`config.mk`:
```
export PLATFORM = sky130hd
export DESIGN_NAME = rob_commit_ctrl
export DESIGN_NICKNAME = d
export VERILOG_FILES = /design/src/rtl/rob_commit_ctrl.sv
export SDC_FILE = /design/constraint.sdc
export NUM_CORES = 1
export LEC_CHECK = 0
export BUFFER_PORTS_ARGS = -buffer_cell sky130_fd_sc_hd__buf_2
export CORE_ASPECT_RATIO = 1.5
export CORE_MARGIN = 2
export CORE_UTILIZATION = 50
export CTS_CLUSTER_SIZE = 12
export DETAILED_ROUTE_END_ITERATION = 7
export PLACE_DENSITY_LB_ADDON = 0.05
export SLEW_MARGIN = 10
export SYNTH_ARGS = -nofsm -noshare
export SYNTH_HDL_FRONTEND = slang
export SYNTH_SLANG_ARGS = --single-unit
export TNS_END_PERCENT = 1
```
`constraint.sdc`:
```
create_clock -name clk -period 5.4 [get_ports clk]
set_clock_uncertainty 0.15 [all_clocks]
set_input_delay 0 -clock clk [delete_from_list [all_inputs] [get_ports clk]]
set_output_delay 0 -clock clk [all_outputs]
set_load 0.01 [all_outputs]
```
`src/rtl/rob_commit_ctrl.sv`:
```
// rob_commit_ctrl: reorder-buffer tag allocator and in-order commit sequencer.
// Drives the regfile ROB write port and the machine-wide clear on mispredict.
module rob_commit_ctrl #(
  parameter int TAG_W  = 4,
  parameter int DEPTH  = 15,
  parameter int DATA_W = 32
) (
  input  logic              clk,
  input  logic              rst,
  input  logic              rdy,
  input  logic              id_alloc_valid,
  input  logic [4:0]        id_alloc_rd,
  output logic [TAG_W-1:0]  id_alloc_tag,
  output logic              rob_full,
  input  logic              cdb_valid,
  input  logic [TAG_W-1:0]  cdb_tag,
  input  logic [DATA_W-1:0] cdb_data,
  input  logic              cdb_mispredict,
  input  logic [DATA_W-1:0] cdb_target_pc,
  output logic              commit_valid,
  output logic [4:0]        commit_rd,
  output logic [TAG_W-1:0]  commit_tag,
  output logic [DATA_W-1:0] commit_data,
  output logic              clear,
  output logic [DATA_W-1:0] clear_pc
);

  localparam int NENT = 2 ** TAG_W;
  localparam logic [TAG_W-1:0] LAST = TAG_W'(DEPTH);
  localparam logic [TAG_W-1:0] ONE  = TAG_W'(1);

  localparam logic [0:0] RUN   = 1'b0;
  localparam logic [0:0] FLUSH = 1'b1;

  logic [0:0]       state_q, state_d;
  logic [TAG_W-1:0] head_q, head_d;
  logic [TAG_W-1:0] tail_q, tail_d;
  logic [TAG_W-1:0] count_q, count_d;

  // Entry control bits, indexed directly by tag; bit 0 never gets set.
  logic [NENT-1:0] busy_q, busy_d;
  logic [NENT-1:0] ready_q, ready_d;
  logic [NENT-1:0] mp_q, mp_d;

  logic [4:0]        rd_q   [NENT];
  logic [DATA_W-1:0] data_q [NENT];
  logic [DATA_W-1:0] tgt_q  [NENT];

  logic              cv_q;
  logic [4:0]        crd_q;
  logic [TAG_W-1:0]  ctag_q;
  logic [DATA_W-1:0] cdata_q;
  logic              clr_q;
  logic [DATA_W-1:0] clrpc_q;
  logic [DATA_W-1:0] fpc_q;

  logic alloc_fire;
  logic cdb_hit;
  logic commit_fire;
  logic flush_now;

  function automatic logic [TAG_W-1:0] nxt(
    input logic [TAG_W-1:0] t
  );
    return (t == LAST) ? ONE : t + ONE;
  endfunction

  assign rob_full = (count_q == LAST)
                  | (state_q == FLUSH)
                  | !rst;

  assign id_alloc_tag = tail_q;

  assign alloc_fire  = id_alloc_valid & !rob_full;
  assign cdb_hit     = cdb_valid & busy_q[cdb_tag];
  assign commit_fire = (state_q == RUN)
                     & busy_q[head_q]
                     & ready_q[head_q];
  assign flush_now   = commit_fire & mp_q[head_q];

  assign commit_valid = cv_q;
  assign commit_rd    = crd_q;
  assign commit_tag   = ctag_q;
  assign commit_data  = cdata_q;
  assign clear        = clr_q;
  assign clear_pc     = clrpc_q;

  // Next-state for pointers, occupancy and per-entry flags.
  always_comb begin
    state_d = state_q;
    head_d  = head_q;
    tail_d  = tail_q;
    count_d = count_q;
    busy_d  = busy_q;
    ready_d = ready_q;
    mp_d    = mp_q;
    if (flush_now) begin
      state_d = FLUSH;
      head_d  = ONE;
      tail_d  = ONE;
      count_d = '0;
      busy_d  = '0;
      ready_d = '0;
      mp_d    = '0;
    end else begin
      if (state_q == FLUSH) state_d = RUN;
      if (alloc_fire) begin
        busy_d[tail_q]  = 1'b1;
        ready_d[tail_q] = 1'b0;
        mp_d[tail_q]    = 1'b0;
        tail_d          = nxt(tail_q);
      end
      if (cdb_hit) begin
        ready_d[cdb_tag] = 1'b1;
        mp_d[cdb_tag]    = cdb_mispredict;
      end
      if (commit_fire) begin
        busy_d[head_q]  = 1'b0;
        ready_d[head_q] = 1'b0;
        head_d          = nxt(head_q);
      end
      count_d = count_q
              + TAG_W'(alloc_fire)
              - TAG_W'(commit_fire);
    end
  end

  // Control state, commit port and clear pulse; rdy=0 freezes all of it.
  always_ff @(posedge clk) begin
    if (!rst) begin
      state_q <= RUN;
      head_q  <= ONE;
      tail_q  <= ONE;
      count_q <= '0;
      busy_q  <= '0;
      ready_q <= '0;
      mp_q    <= '0;
      cv_q    <= 1'b0;
      crd_q   <= '0;
      ctag_q  <= '0;
      cdata_q <= '0;
      clr_q   <= 1'b0;
      clrpc_q <= '0;
      fpc_q   <= '0;
    end else if (rdy) begin
      state_q <= state_d;
      head_q  <= head_d;
      tail_q  <= tail_d;
      count_q <= count_d;
      busy_q  <= busy_d;
      ready_q <= ready_d;
      mp_q    <= mp_d;
      cv_q    <= commit_fire;
      if (commit_fire) begin
        crd_q   <= rd_q[head_q];
        ctag_q  <= head_q;
        cdata_q <= data_q[head_q];
        fpc_q   <= tgt_q[head_q];
      end
      clr_q <= (state_q == FLUSH);
      if (state_q == FLUSH) clrpc_q <= fpc_q;
    end
  end

  // Entry payload; only read while busy and ready, so it needs no reset.
  always_ff @(posedge clk) begin
    if (rdy) begin
      if (alloc_fire) rd_q[tail_q] <= id_alloc_rd;
      if (cdb_hit) begin
        data_q[cdb_tag] <= cdb_data;
        tgt_q[cdb_tag]  <= cdb_target_pc;
      end
    end
  end

endmodule

```
==> results.yml <==
power:
  p_leak_nw: 17.87
  powerDensity_mw_per_mm2: 337.1
  max-vdd-ir-drop_mv: 0.3189
setup_path:
  crit_type: "register to register"
  crit_path_cell_trace: "mux4_1 -> mux2_2 -> mux2i_4 -> nor3_1 -> ha_1 -> inv_1 -> ha_1 -> fa_1 -> xor2_1 -> nand2_1 -> o21ai_0"
  path_buf_inv: 1
  path_max_fanout: 41
  cpMaxStageDelayCell: "dfxtp_4"
  startpoint_type: "register"
  cp_top_family: "multiplexers"
  cp_common_cell: "ha_1"
  r2r_setup_slack_ns: 1.59
  required_ns: 5.81
  cp-end-kind: "register"
  slowest_delay_ns: 0.82
  worstPathArrival_ns: 4.22
floorplanning:
  fp-row-count: 140
  initial_core_util_pct: 50.46
  die_area_mm2: 0.1005
  fp.dieW_um: 259.5
  core_area_mm2: 0.09704
  die_h_um: 387.3
  io_pins: 159
grt:
  antenna_found_initial: 4
  grt_first_pass_wirelength_um: 173800
  grt_max_degree: 143
  grt_pass1_vias: 25500
  overflow: 0
  track_usage_pct: 23.87
timing:
  finalHoldViolCount: 0
  setup_viol: 0
  finalMaxSlewViolations: 0
  setup_ws_ns: 1.589
  grt_setup_unrepaired: "false"
  slew_headroom_pct: 24.91
  fin_tns_setup_ns: 0
  max_freq_mhz: 262.4
  min_period_ns: 3.811
  finalCritPeriodShare_pct: 70.58
  tightest_slew_ns: 1.124
yosys:
  yosys_warnings: 0
  syn_inst: 2358
  synthArstFlopShare_pct: 0
  synth_area_per_cell_um2: 20.76
  synth-edff-count: 1104
  ys_ff_latch: 1272
  synth-seq-area-share_pct: 74.58
  synth-main-ff-cell: "edfxtp_1"
  netlist_area_mm2: 0.04896
  ys_types: 60
  synth_nets: 2451
cells_and_area:
  fin_nets: 2738
  layout_common_cells: "1,104 x edfxtp_1, 361 x mux4_2, 164 x dfxtp_1"
  fillers: 7235
  synthToLayoutAreaGrowth_pct: 14.41
  final_common_cell: "edfxtp_1"
  fin_util_pct: 57.73
  drive_above_1_share_pct: 27.48
clock_network:
  path_clk_slew_ns: 0.06
  cts_made_buffers: 120
  cts_tree: "yes"
  post_cts_buffers: 0
  postCtsHoldBufs: 91
  cts_resized: 0
  numClockSinks: 1272
  clock-root-buffer: "clkbuf_16"
  insertion_delay_ns: 0.72
  cts-htree-levels: 3
  clockBufferDepth: 3
routing:
  dr.pass1.iters: 5
  antenna_left: 0
  viasPerCell: 6.014
  drc: 0
  routedWlPerCell_um: 29.29
  drtIter0Drc: 2194
  drt_wl_total_um: 117900
  num_vias: 24220
run_status:
  outcome: "finished, final reports clean"
job:
  max_cap_viol_count: 0
placed_design:
  dpl_worst_slack_ns: 1.601
  place_congestion: 0.9416
  io_buffers: 158
  dp_hpwl_um: 61990
hold_path:
  hold_path_class: "input port to register"
registers in the layout, summed over array words and instances (netlist names), 32 cells and up:
register / flops
fpc_q: 32
commit_data: 32
clear_pc: 32
rd_q: 80
data_q: 512
tgt_q: 512
area by class of cell:
type                            count  area (um^2)  share of cell area, %
Clock inverter                     12        135.1                 0.2412
Sequential cell                  1272        36530                  65.21
Timing Repair Buffer              302         2325                  4.150
Inverter                           16        62.56                 0.1117
Multi-Input combinational cell    933        11870                  21.19
Antenna cell                        2        5.005               0.008934
Tap cell                         1278         1599                  2.854
Clock buffer                      212         3493                  6.236
cells by family after synthesis:
family	count (synthesis)	synth area share [%]
DFF	1272	74.58
muxes	445	18.40
and+or+nand+nor	316	2.785
AOI/OAI and AO/OA	155	2.325
buffers and inverters	153	1.487
adders and majority gates	14	0.3731
xor gates and xnor gates	3	0.05367
worst reg2reg max path, delay by kind of cell (launching register included):
kind	cells	cell delay (ns)
DFF	1	0.82
xor gates and xnor gates	1	0.17
muxes	3	1.24
AOI/OAI and AO/OA	1	0.07
buffers and inverters	1	0.04
adders and majority gates	3	0.93
and+or+nand+nor	2	0.23
layer usage:
layer	up-vias	GRT usage, %	wire length [um]
met5	-	0	27
li1	10320	-	-
met1	12930	32.15	47640
met3	179	3.527	6606
met2	789	40.71	61070
met4	4	6.614	2584
synthesized netlist by cell type, types with 2 or more instances:
cell type  number  area, um^2
a211oi_1        2       15.01
a21oi_1        41       205.2
a22o_1         18       157.7
a32o_1          3       30.03
and2_1          5       31.28
and3_1         19       118.9
buf_1          11       41.29
buf_2          36       180.2
buf_4           7       52.55
buf_6          11       123.9
clkbuf_1       72       270.3
dfxtp_1       168        3363
edfxtp_1     1104       33150
ha_1           13       162.7
inv_1          15       56.30
mux2_1          4       45.04
mux2_2          3       33.78
mux2i_1        75       750.7
mux4_2        361        8130
nand2_1       112       420.4
nand2b_1        6       37.54
nand3_1         5       25.02
nor2_1        121       454.2
nor2b_1         6       37.54
nor3_1         27       135.1
nor4_1          4       25.02
o211a_1         8       80.08
o21ai_0        15       75.07
o221a_2         6       67.56
o22ai_1         3       18.77
o2bb2ai_1      12       105.1
o31ai_1        32       240.2
or3_1           4       25.02
or4_1           2       15.01
xor2_1          2       17.52
power by group:
group | total, mW | internal (mW) | switching, mW
Combinational | 0.300 | 0.0916 | 0.208
Clock | 7.92 | 4.40 | 3.52
Sequential | 10.7 | 10.7 | 0.00404
Total | 18.9 | 15.2 | 3.73
metrics by stage:
| step | total power [mW] | hold slack (ns) | instances | instance area, um^2 |
|---|---|---|---|---|
| floorplan | 10.96 | -0.05113 | 2358 | 48960 |
| global placement | 11.10 | 0.2099 | 3710 | 51470 |
| detailed placement | 11.12 | 0.2336 | 3710 | 51470 |
| CTS | 19.06 | 0.005106 | 4025 | 56010 |
| global route | 19.45 | 0.04926 | 4026 | 56020 |
| finish | 18.88 | 0.04181 | 4027 | 56020 |
worst paths after layout:
path                                   start  depth (start not counted)             end
worst min register to register   clear_pc[0]                          2     clear_pc[0]
worst min-delay path            cdb_data[21]                          2  data_q[11][21]
worst max register to register     head_q[1]                         11      count_q[2]
worst max-delay path               head_q[1]                         11      count_q[2]
Power figures use the tool's default switching activity.
